$ cat src/rtl/id_hazard_grf_pkg.sv
// Shared widths, forward-select encoding and scoreboard slot layout for the
// decode-stage register file / hazard unit.
package id_hazard_grf_pkg;

  localparam int XLEN          = 32;
  localparam int NREG          = 32;
  localparam int AW            = $clog2(NREG);
  localparam int DEPTH         = 3;
  localparam int FW            = $clog2(DEPTH + 1);
  localparam int TW            = 3;
  localparam int DEF_MULT_LAT  = 5;
  localparam int DEF_DIV_LAT   = 10;

  localparam logic [FW-1:0] FWD_NONE = '0;

  typedef struct packed {
    logic          valid;
    logic          wr;
    logic [AW-1:0] a3;
    logic [TW-1:0] tnew;
  } slot_t;

  // Tnew counts down as an instruction moves one stage deeper, never below zero.
  function automatic logic [TW-1:0] tnew_dec(input logic [TW-1:0] t);
    return (t == '0) ? t : t - 1'b1;
  endfunction

endpackage

$ cat src/rtl/id_hazard_grf_if.sv
// Decode-stage bundle: instruction descriptor from the controller, W write-back
// port, and the read values / hazard decisions returned to the pipeline.
interface id_hazard_grf_if;
  import id_hazard_grf_pkg::*;

  logic            d_valid;
  logic [AW-1:0]   d_rs;
  logic [AW-1:0]   d_rt;
  logic [TW-1:0]   d_tuse_rs;
  logic [TW-1:0]   d_tuse_rt;
  logic            d_regwrite;
  logic [AW-1:0]   d_a3;
  logic [TW-1:0]   d_tnew;
  logic            d_md;
  logic            d_md_div;
  logic            d_mfmt;
  logic            flush;
  logic            w_regwrite;
  logic [AW-1:0]   w_a3;
  logic [XLEN-1:0] w_wd;
  logic [XLEN-1:0] rs_value;
  logic [XLEN-1:0] rt_value;
  logic [FW-1:0]   fwd_rs_sel;
  logic [FW-1:0]   fwd_rt_sel;
  logic            stall;
  logic            md_busy;

  modport master (
    output d_valid, d_rs, d_rt, d_tuse_rs, d_tuse_rt, d_regwrite, d_a3, d_tnew,
           d_md, d_md_div, d_mfmt, flush, w_regwrite, w_a3, w_wd,
    input  rs_value, rt_value, fwd_rs_sel, fwd_rt_sel, stall, md_busy
  );

  modport slave (
    input  d_valid, d_rs, d_rt, d_tuse_rs, d_tuse_rt, d_regwrite, d_a3, d_tnew,
           d_md, d_md_div, d_mfmt, flush, w_regwrite, w_a3, w_wd,
    output rs_value, rt_value, fwd_rs_sel, fwd_rt_sel, stall, md_busy
  );

endinterface

$ cat src/rtl/id_hazard_grf_bypass.sv
// General register file: two combinational read ports, one write port, r0 fixed
// at zero, and a same-cycle write-first bypass from the W stage.
module grf_bypass
  import id_hazard_grf_pkg::*;
(
  input  logic            clk,
  input  logic            reset,
  input  logic [AW-1:0]   rd_a1,
  input  logic [AW-1:0]   rd_a2,
  input  logic            we,
  input  logic [AW-1:0]   wa,
  input  logic [XLEN-1:0] wd,
  output logic [XLEN-1:0] rd_d1,
  output logic [XLEN-1:0] rd_d2
);

  logic [XLEN-1:0] regs [NREG];

  always_ff @(posedge clk or posedge reset) begin
    if (reset) begin
      for (int i = 0; i < NREG; i++) regs[i] <= '0;
    end else if (we && wa != '0) begin
      regs[wa] <= wd;
    end
  end

  // A write landing this cycle is visible to D immediately, so W never needs a forward path.
  assign rd_d1 = (rd_a1 == '0) ? '0 : (we && wa == rd_a1) ? wd : regs[rd_a1];
  assign rd_d2 = (rd_a2 == '0) ? '0 : (we && wa == rd_a2) ? wd : regs[rd_a2];

endmodule

$ cat src/rtl/id_hazard_grf.sv
// Decode-stage register file plus Tnew/Tuse hazard scoreboard and mult/div busy
// tracking; produces stall and D-stage forward selects.
module id_hazard_grf
  import id_hazard_grf_pkg::*;
#(
  parameter int MULT_LAT = DEF_MULT_LAT,
  parameter int DIV_LAT  = DEF_DIV_LAT
) (
  input logic            clk,
  input logic            reset,
  id_hazard_grf_if.slave bus
);

  localparam int MAX_LAT = (DIV_LAT > MULT_LAT) ? DIV_LAT : MULT_LAT;
  localparam int MW      = $clog2(MAX_LAT + 1);

  slot_t         slots [DEPTH];
  logic [MW-1:0] md_cnt;
  logic          md_busy;
  logic          stall_rs;
  logic          stall_rt;
  logic          stall_md;
  logic          stall;
  logic          issue;
  logic [FW-1:0] fwd_rs;
  logic [FW-1:0] fwd_rt;

  grf_bypass u_grf (
    .clk   (clk),
    .reset (reset),
    .rd_a1 (bus.d_rs),
    .rd_a2 (bus.d_rt),
    .we    (bus.w_regwrite),
    .wa    (bus.w_a3),
    .wd    (bus.w_wd),
    .rd_d1 (bus.rs_value),
    .rd_d2 (bus.rt_value)
  );

  // Scan oldest to youngest so the youngest matching producer has the final say.
  always_comb begin
    stall_rs = 1'b0;
    stall_rt = 1'b0;
    fwd_rs   = FWD_NONE;
    fwd_rt   = FWD_NONE;
    for (int k = DEPTH - 1; k >= 0; k--) begin
      if (slots[k].valid && slots[k].wr && bus.d_rs != '0 && slots[k].a3 == bus.d_rs) begin
        stall_rs = slots[k].tnew > bus.d_tuse_rs;
        fwd_rs   = (slots[k].tnew == '0) ? FW'(k + 1) : FWD_NONE;
      end
      if (slots[k].valid && slots[k].wr && bus.d_rt != '0 && slots[k].a3 == bus.d_rt) begin
        stall_rt = slots[k].tnew > bus.d_tuse_rt;
        fwd_rt   = (slots[k].tnew == '0) ? FW'(k + 1) : FWD_NONE;
      end
    end
  end

  assign md_busy  = (md_cnt != '0);
  assign stall_md = bus.d_valid & (bus.d_md | bus.d_mfmt) & md_busy;
  assign stall    = bus.d_valid & ~bus.flush & (stall_rs | stall_rt | stall_md);
  assign issue    = bus.d_valid & ~stall & ~bus.flush;

  // Slots advance every cycle; a stalled or empty D stage injects an invalid bubble into E.
  always_ff @(posedge clk or posedge reset) begin
    if (reset) begin
      for (int k = 0; k < DEPTH; k++) slots[k] <= '0;
      md_cnt <= '0;
    end else if (bus.flush) begin
      for (int k = 0; k < DEPTH; k++) slots[k] <= '0;
      md_cnt <= '0;
    end else begin
      slots[0] <= issue ? {1'b1, (bus.d_regwrite && bus.d_a3 != '0), bus.d_a3, bus.d_tnew}
                        : '0;
      for (int k = 1; k < DEPTH; k++) begin
        slots[k] <= {slots[k-1].valid, slots[k-1].wr, slots[k-1].a3, tnew_dec(slots[k-1].tnew)};
      end
      if (issue && bus.d_md) begin
        md_cnt <= bus.d_md_div ? MW'(DIV_LAT) : MW'(MULT_LAT);
      end else if (md_busy) begin
        md_cnt <= md_cnt - 1'b1;
      end
    end
  end

  assign bus.stall      = stall;
  assign bus.md_busy    = md_busy;
  assign bus.fwd_rs_sel = fwd_rs;
  assign bus.fwd_rt_sel = fwd_rt;

endmodule

$ cat src/flat_wrapper.sv
// flat-port wrapper written by rule: the top's interface ports become plain ports
module id_hazard_grf_flat import id_hazard_grf_pkg::*;
#(
  parameter int MULT_LAT = DEF_MULT_LAT,
  parameter int DIV_LAT  = DEF_DIV_LAT
)
  (clk, reset, bus_d_valid, bus_d_rs, bus_d_rt, bus_d_tuse_rs, bus_d_tuse_rt, bus_d_regwrite, bus_d_a3, bus_d_tnew, bus_d_md, bus_d_md_div, bus_d_mfmt, bus_flush, bus_w_regwrite, bus_w_a3, bus_w_wd, bus_rs_value, bus_rt_value, bus_fwd_rs_sel, bus_fwd_rt_sel, bus_stall, bus_md_busy);
  id_hazard_grf_if bus_i ();
  input logic clk;
  input logic reset;
  input wire logic [$bits(bus_i.d_valid)-1:0] bus_d_valid;
  input wire logic [$bits(bus_i.d_rs)-1:0] bus_d_rs;
  input wire logic [$bits(bus_i.d_rt)-1:0] bus_d_rt;
  input wire logic [$bits(bus_i.d_tuse_rs)-1:0] bus_d_tuse_rs;
  input wire logic [$bits(bus_i.d_tuse_rt)-1:0] bus_d_tuse_rt;
  input wire logic [$bits(bus_i.d_regwrite)-1:0] bus_d_regwrite;
  input wire logic [$bits(bus_i.d_a3)-1:0] bus_d_a3;
  input wire logic [$bits(bus_i.d_tnew)-1:0] bus_d_tnew;
  input wire logic [$bits(bus_i.d_md)-1:0] bus_d_md;
  input wire logic [$bits(bus_i.d_md_div)-1:0] bus_d_md_div;
  input wire logic [$bits(bus_i.d_mfmt)-1:0] bus_d_mfmt;
  input wire logic [$bits(bus_i.flush)-1:0] bus_flush;
  input wire logic [$bits(bus_i.w_regwrite)-1:0] bus_w_regwrite;
  input wire logic [$bits(bus_i.w_a3)-1:0] bus_w_a3;
  input wire logic [$bits(bus_i.w_wd)-1:0] bus_w_wd;
  output wire logic [$bits(bus_i.rs_value)-1:0] bus_rs_value;
  output wire logic [$bits(bus_i.rt_value)-1:0] bus_rt_value;
  output wire logic [$bits(bus_i.fwd_rs_sel)-1:0] bus_fwd_rs_sel;
  output wire logic [$bits(bus_i.fwd_rt_sel)-1:0] bus_fwd_rt_sel;
  output wire logic [$bits(bus_i.stall)-1:0] bus_stall;
  output wire logic [$bits(bus_i.md_busy)-1:0] bus_md_busy;
  assign bus_i.d_valid = bus_d_valid;
  assign bus_i.d_rs = bus_d_rs;
  assign bus_i.d_rt = bus_d_rt;
  assign bus_i.d_tuse_rs = bus_d_tuse_rs;
  assign bus_i.d_tuse_rt = bus_d_tuse_rt;
  assign bus_i.d_regwrite = bus_d_regwrite;
  assign bus_i.d_a3 = bus_d_a3;
  assign bus_i.d_tnew = bus_d_tnew;
  assign bus_i.d_md = bus_d_md;
  assign bus_i.d_md_div = bus_d_md_div;
  assign bus_i.d_mfmt = bus_d_mfmt;
  assign bus_i.flush = bus_flush;
  assign bus_i.w_regwrite = bus_w_regwrite;
  assign bus_i.w_a3 = bus_w_a3;
  assign bus_i.w_wd = bus_w_wd;
  assign bus_rs_value = bus_i.rs_value;
  assign bus_rt_value = bus_i.rt_value;
  assign bus_fwd_rs_sel = bus_i.fwd_rs_sel;
  assign bus_fwd_rt_sel = bus_i.fwd_rt_sel;
  assign bus_stall = bus_i.stall;
  assign bus_md_busy = bus_i.md_busy;
  id_hazard_grf #(.MULT_LAT(MULT_LAT), .DIV_LAT(DIV_LAT)) u_core (.clk(clk), .reset(reset), .bus(bus_i));
endmodule
$ cat config.mk
export PLATFORM = sky130hd
export DESIGN_NAME = id_hazard_grf_flat
export DESIGN_NICKNAME = d
export VERILOG_FILES = /design/src/rtl/id_hazard_grf_pkg.sv /design/src/rtl/id_hazard_grf_if.sv /design/src/rtl/id_hazard_grf_bypass.sv /design/src/rtl/id_hazard_grf.sv /design/src/flat_wrapper.sv
export SDC_FILE = /design/constraint.sdc
export NUM_CORES = 2
export LEC_CHECK = 0
export ABC_AREA = 0
export CORE_MARGIN = 2
export CORE_UTILIZATION = 45
export DETAILED_ROUTE_END_ITERATION = 12
export PLACE_DENSITY_LB_ADDON = 0.12
export RECOVER_POWER = 100
export SLEW_MARGIN = 20
export SYNTH_ARGS = -nofsm -noshare
export SYNTH_HDL_FRONTEND = slang
export SYNTH_SLANG_ARGS = --single-unit
export TNS_END_PERCENT = 50
$ cat constraint.sdc
create_clock -name clk -period 36.4 [get_ports clk]
set_input_delay 7.28 -clock clk [delete_from_list [all_inputs] [get_ports clk]]
set_output_delay 7.28 -clock clk [all_outputs]
set_load 0.005 [all_outputs]
# Word level (Yosys, flattened, before mapping)
# Index checks and enable logic that the tools add are counted.
[totals]
input_bits = 70
out_inout_bits = 70
ff_bits = 1058
[op_classes]
bitwise_logic = 14
n_addsub = 3
order_cmp = 10
n_mux = 36
reduce_logical = 32
n_eq_ne = 8
[op_table]
columns = ["op", "count"]
rows = [
  ["1024-bit bitwise mux", 1],
  ["32-bit binary-select mux with 5-bit select", 2],
  ["32-bit 2-to-1 mux", 9],
  ["32-bit demux with 5-bit select", 1],
  ["5-bit == test", 8],
  ["30-bit 2-to-1 mux", 1],
  ["1-bit logical AND", 21],
  ["5-bit nonzero test", 4],
  ["6-bit greater-or-equal comparator, second input constant", 3],
  ["3-bit greater-than comparator", 6],
  ["5-bit inverter with 6-bit output", 3],
  ["2-bit 2-to-1 mux", 8],
  ["4-bit 2-to-1 mux", 4],
  ["5-bit zero test", 2],
  ["10-bit 2-to-1 mux", 1],
  ["3-bit zero test", 3],
  ["1-bit 2-to-1 mux", 7],
  ["1-bit AND", 6],
  ["6-bit by 1-bit less-than comparator with 1-bit output, second input constant", 1],
  ["3-bit 2-to-1 mux", 2],
  ["3-bit by 1-bit subtractor with 3-bit output, second input constant", 2],
  ["4-bit nonzero test", 1],
  ["4-bit by 1-bit subtractor with 4-bit output, second input constant", 1],
  ["1-bit bitwise OR", 3],
  ["other kinds (2)", 3],
]

# Depth between registers and ports, before layout
[logic_depth]
word_depth = 15
mapped_depth = 11
ltp_nobuf = 9

# Modules after synthesis
# Synthesis repeated with hierarchy kept, for this count alone.
[unflattened]
cells_unflattened = 4042
area_unflattened_um2 = 57714.1
[by_module_without_submodules]
columns = ["mod", "cells_per_inst", "seq_area_each_um2", "n_inst", "area_each_um2"]
rows = [
  ["grf_bypass", 3814, 25624.6, 1, 55454.4],
  ["id_hazard_grf", 228, 850.8, 1, 2259.7],
]

# Least setup slack after synthesis
# OpenSTA, ideal clock, no wires.
[synth_path]
path_type = "input port to output port"
start = "in bus_d_rt[0]"
end = "out bus_rt_value[12]"
path_slack_ns = 19.626
required_ns = 29.120
stages = 7
n_path_buf = 3
arrival_ns = 9.494
path_cell_list = "buf_2 buf_2 buf_1 mux4_2 mux4_2 a211oi_1 nor3_1"
[synth_between]
elab_chain_cells = 6
[synth_rtl]
columns = ["item", "line_no", "text"]
rows = [
  ["start, declared", "flat_wrapper.sv:13", "input wire logic [$bits(bus_i.d_rt)-1:0] bus_d_rt;"],
  ["5-bit inverter with 6-bit output (not written as such)", "id_hazard_grf_bypass.sv:29", "assign rd_d2 = (rd_a2 == '0) ? '0 : (we && wa == rd_a2) ? wd : regs[rd_a2];"],
  ["32-bit binary-select mux with 5-bit select", "id_hazard_grf_bypass.sv:29", ""],
  ["32-bit 2-to-1 mux (not written as such) (2 in a row)", "id_hazard_grf_bypass.sv:29", ""],
  ["32-bit 2-to-1 mux", "id_hazard_grf_bypass.sv:29", ""],
  ["32-bit 2-to-1 mux *", "id_hazard_grf_bypass.sv:29", ""],
  ["end, declared", "flat_wrapper.sv:27", "output wire logic [$bits(bus_i.rt_value)-1:0] bus_rt_value;"],
]
# Mark *: on every way between the ends. The rest lies on a longest branch, timed or not. The select of a mux whose other input is x is not followed.

# Worst setup path after layout
[layout_path]
start = "in bus_d_rs[0]"
end = "out bus_rs_value[20]"
[layout_between]
elab_chain_cells = 6
[layout_rtl]
columns = ["item", "line_no", "text"]
rows = [
  ["start, declared", "flat_wrapper.sv:12", "input wire logic [$bits(bus_i.d_rs)-1:0] bus_d_rs;"],
  ["5-bit inverter with 6-bit output (not written as such)", "id_hazard_grf_bypass.sv:28", "assign rd_d1 = (rd_a1 == '0) ? '0 : (we && wa == rd_a1) ? wd : regs[rd_a1];"],
  ["32-bit binary-select mux with 5-bit select", "id_hazard_grf_bypass.sv:28", ""],
  ["32-bit 2-to-1 mux (not written as such) (2 in a row)", "id_hazard_grf_bypass.sv:28", ""],
  ["32-bit 2-to-1 mux", "id_hazard_grf_bypass.sv:28", ""],
  ["32-bit 2-to-1 mux *", "id_hazard_grf_bypass.sv:28", ""],
  ["end, declared", "flat_wrapper.sv:26", "output wire logic [$bits(bus_i.rs_value)-1:0] bus_rs_value;"],
]
# Marks and branches as above.

==> flow_metrics.py <==
metrics = {
    "placement": {
        "portBuffers": 139,
        "dpl.hpwl_um": 104900,
        "post-place-ws_ns": 16.67,
        "gp_congestion": 0.8084,
    },
    "cts": {
        "ctsLongestPathBuffers": 3,
        "clkSinkCount": 1058,
        "post_cts_resized": 0,
        "htreeDepth": 3,
        "cts_buffers": 119,
        "clk_pin_slew_ns": 0.05,
        "clock_latency_ns": 0.71,
        "cts_tree": "built",
        "cts_setup_buffers": 0,
        "postCtsHoldBufs": 0,
        "root_buffer": "clkbuf_16",
    },
    "synth": {
        "synth_nets": 3907,
        "synth-seq-cells": 1058,
        "synth_area_leaders": "dfrtp_1 (46%), mux4_2 (20%), mux2_2 (18%), mux2i_1 (3.0%), mux2_1 (1.9%)",
        "avgSynthCellArea_um2": 14.98,
        "synth_top_area_cell": "dfrtp_1",
        "synthDominantCellAreaShare_pct": 46.35,
        "ys_types": 58,
        "ys_seq_area_share_pct": 46.35,
        "synth_area_mm2": 0.05712,
        "synth_edf_count": 0,
        "async_flop_share_pct": 100.0,
        "synth_flop_cell": "dfrtp_1",
        "synth_warnings": 0,
        "synthCells": 3814,
    },
    "floorplan": {
        "ioPinCount": 140,
        "placement_rows": 130,
        "start_util_pct": 45.43,
        "design.die.area_mm2": 0.1298,
        "die_h_um": 360.3,
        "die_w_um": 360.3,
        "core_area_mm2": 0.1257,
    },
    "route": {
        "routed_wirelength_um": 192400,
        "vias_per_cell": 6.671,
        "ant_nets": 0,
        "post-route-drc-count": 0,
        "dr_total_vias": 36619,
        "drt-pass1-iter-count": 5,
        "wl_per_cell_um": 35.05,
        "dr.first_iter.drc_count": 3290,
    },
    "timing": {
        "fin_crit_sh_pct": 74.11,
        "hold_viol": 0,
        "hold_slack_ns": 0.3956,
        "worst_pin_slew_ns": 9.141,
        "fin_worst_skew_ns": 0.008046,
        "layout_setup_ws_ns": 9.425,
        "tns_ns": 0,
        "finalSetupViolations": 0,
        "max_freq_mhz": 37.07,
        "relSlewSlack_pct": -509.4,
        "slew_violations": 2225,
        "post-route-min-period_ns": 26.98,
        "rsz0062_at_grt": "false",
    },
    "power": {
        "peakVddDrop_mv": 0.04372,
        "total_power_mw": 3.654,
        "power_density_mw_per_mm2": 57.28,
        "leakagePower_nw": 27.29,
    },
    "global_routing": {
        "grt_use_met2_pct": 48.78,
        "met1_usage_pct": 40.35,
        "grt_max_degree": 174,
        "grt.busiest_layer": "met2",
        "grt.total_usage_pct": 29.84,
        "antenna_found_initial": 8,
        "grt_pass1_wl_um": 281900,
        "met3_usage_pct": 5.230,
        "overflow": 0,
        "first_global_vias": 39062,
    },
    "worst_setup_path": {
        "critical_path.max_stage_delay_ns": 5.70,
        "path_max_fanout": 92,
        "r2r_start": "u_core.slots[23]",
        "cp_top_family": "buffers and inverters",
        "rr_endpoint": "u_core.slots[28]",
        "cp_data_required_time_ns": 29.12,
        "crit_path_end_kind": "output port",
        "cp.buffers_inverters": 5,
        "cp.arrival_ns": 19.70,
        "regToRegSetupSlack_ns": 33.39,
        "crit_slowest_cell": "clkbuf_1",
        "startpoint_type": "primary input",
        "rr_worst_depth": 6,
        "crit_chain": "buf_8, clkbuf_1, clkbuf_1, buf_4, mux4_2, mux2_2, a221oi_1, a211oi_1, a21oi_1, nor2_1, clkdlybuf4s50_1",
        "crit_path_frequent_cell": "clkbuf_1",
        "crit_type": "primary input to output port",
    },
    "hold_path": {
        "min-delay-start": "u_core.u_grf.regs[997]",
        "hold_path.class": "flip-flop to flip-flop",
        "worstHoldEndpoint": "u_core.u_grf.regs[997]",
        "hold_depth": 0,
    },
    "status": {
        "violations": "capacitance limit, slew limit",
        "status": "finished, violations left",
    },
    "finish": {
        "mostFrequentLayoutCells": "dfrtp_1 (1,058), mux2_2 (913), mux4_2 (517), mux2i_1 (169), clkbuf_16 (124)",
        "areaGrowthSynthToFinish_pct": 11.69,
        "drive_gt1_share_pct": 45.02,
        "final_common_cell": "dfrtp_1",
        "nets": 3825,
    },
    "flow_run": {
        "timing.max_cap.violations": 60,
    },
}
per-stage QoR:
stage                     area [um2]  instances  util [%]
after global placement         59840       5260     47.59
after floorplan                57120       3814         -
final                          63790       5489     50.74
after detailed placement       59860       5261     47.61
after CTS                      64310       5488     51.14
after global routing           63790       5489     50.74
Yosys cell counts (all sizes together) (5+ instances only):
master / instances
mux4: 517
buf: 156
mux2: 1013
a21oi: 63
o211ai: 20
nor2b: 35
mux2i: 169
nor4: 6
and2: 8
nand2: 22
xnor2: 22
a221oi: 20
inv: 18
nand2b: 23
nand3: 23
xor2: 22
o21ai: 18
ha: 23
nor3: 19
clkbuf: 278
nor3b: 5
o22ai: 16
a211oi: 86
dfrtp: 1058
nor2: 87
o221ai: 47
layer usage:
layer	up-vias	routed length, um
met5	-	13
met4	2	7532
met3	423	13590
met2	1573	92090
met1	20049	79180
li1	14572	-
registers in the layout, summed over array words and instances (netlist names):
name	flops
u_core.md_cnt	4
u_core.u_grf.regs	1024
u_core.slots	30
logic make-up after synthesis:
family | share of synthesized area, %
compound gates | 3.553
xor+xnor | 0.6747
fa+ha+maj | 0.5039
buf+inv | 3.218
flops | 46.35
mux | 43.32
simple gates | 2.377
worst register-to-register path: stages, from the launching register on:
cell and delay, ns:
dfrtp_1 0.41, xor2_1 0.17, or4_1 0.84, o2111ai_1 0.23, nand4b_4 0.15, nor3_1 0.83, o311a_1 0.32
power breakdown:
part | internal [mW] | switching (mW) | leakage, nW
sequential | 1.40 | 0.163 | 13.6
clock | 0.838 | 0.514 | 2.20
combinational | 0.446 | 0.295 | 11.5
total | 2.68 | 0.972 | 27.3
cell type report:
type                            instances  area [um2]
Fill cell                           10362       61940
Multi-Input combinational cell       2304       28840
Sequential cell                      1058       26480
Clock buffer                          178        3646
Tap cell                             1650        2064
Timing Repair Buffer                  231        1894
Clock inverter                         49       800.8
Inverter                               18       68.82
Antenna cell                            1       2.502
worst max path at each step:
stage | from | endpoint | slack [ns] | cells after the start
final | bus_d_rs[0] | bus_rs_value[20] | 9.42 | 11
after global routing | bus_d_rs[0] | bus_rs_value[20] | 8.37 | 11
after CTS | bus_d_rs[0] | bus_rs_value[20] | 16.67 | 11
after detailed placement | bus_d_rs[0] | bus_rs_value[20] | 16.67 | 11
after global placement | bus_d_rs[0] | bus_rs_value[20] | 16.69 | 11
after floorplan | reset | u_core.md_cnt[0] | 14.53 | 1
(Power assumes the default switching activity.)
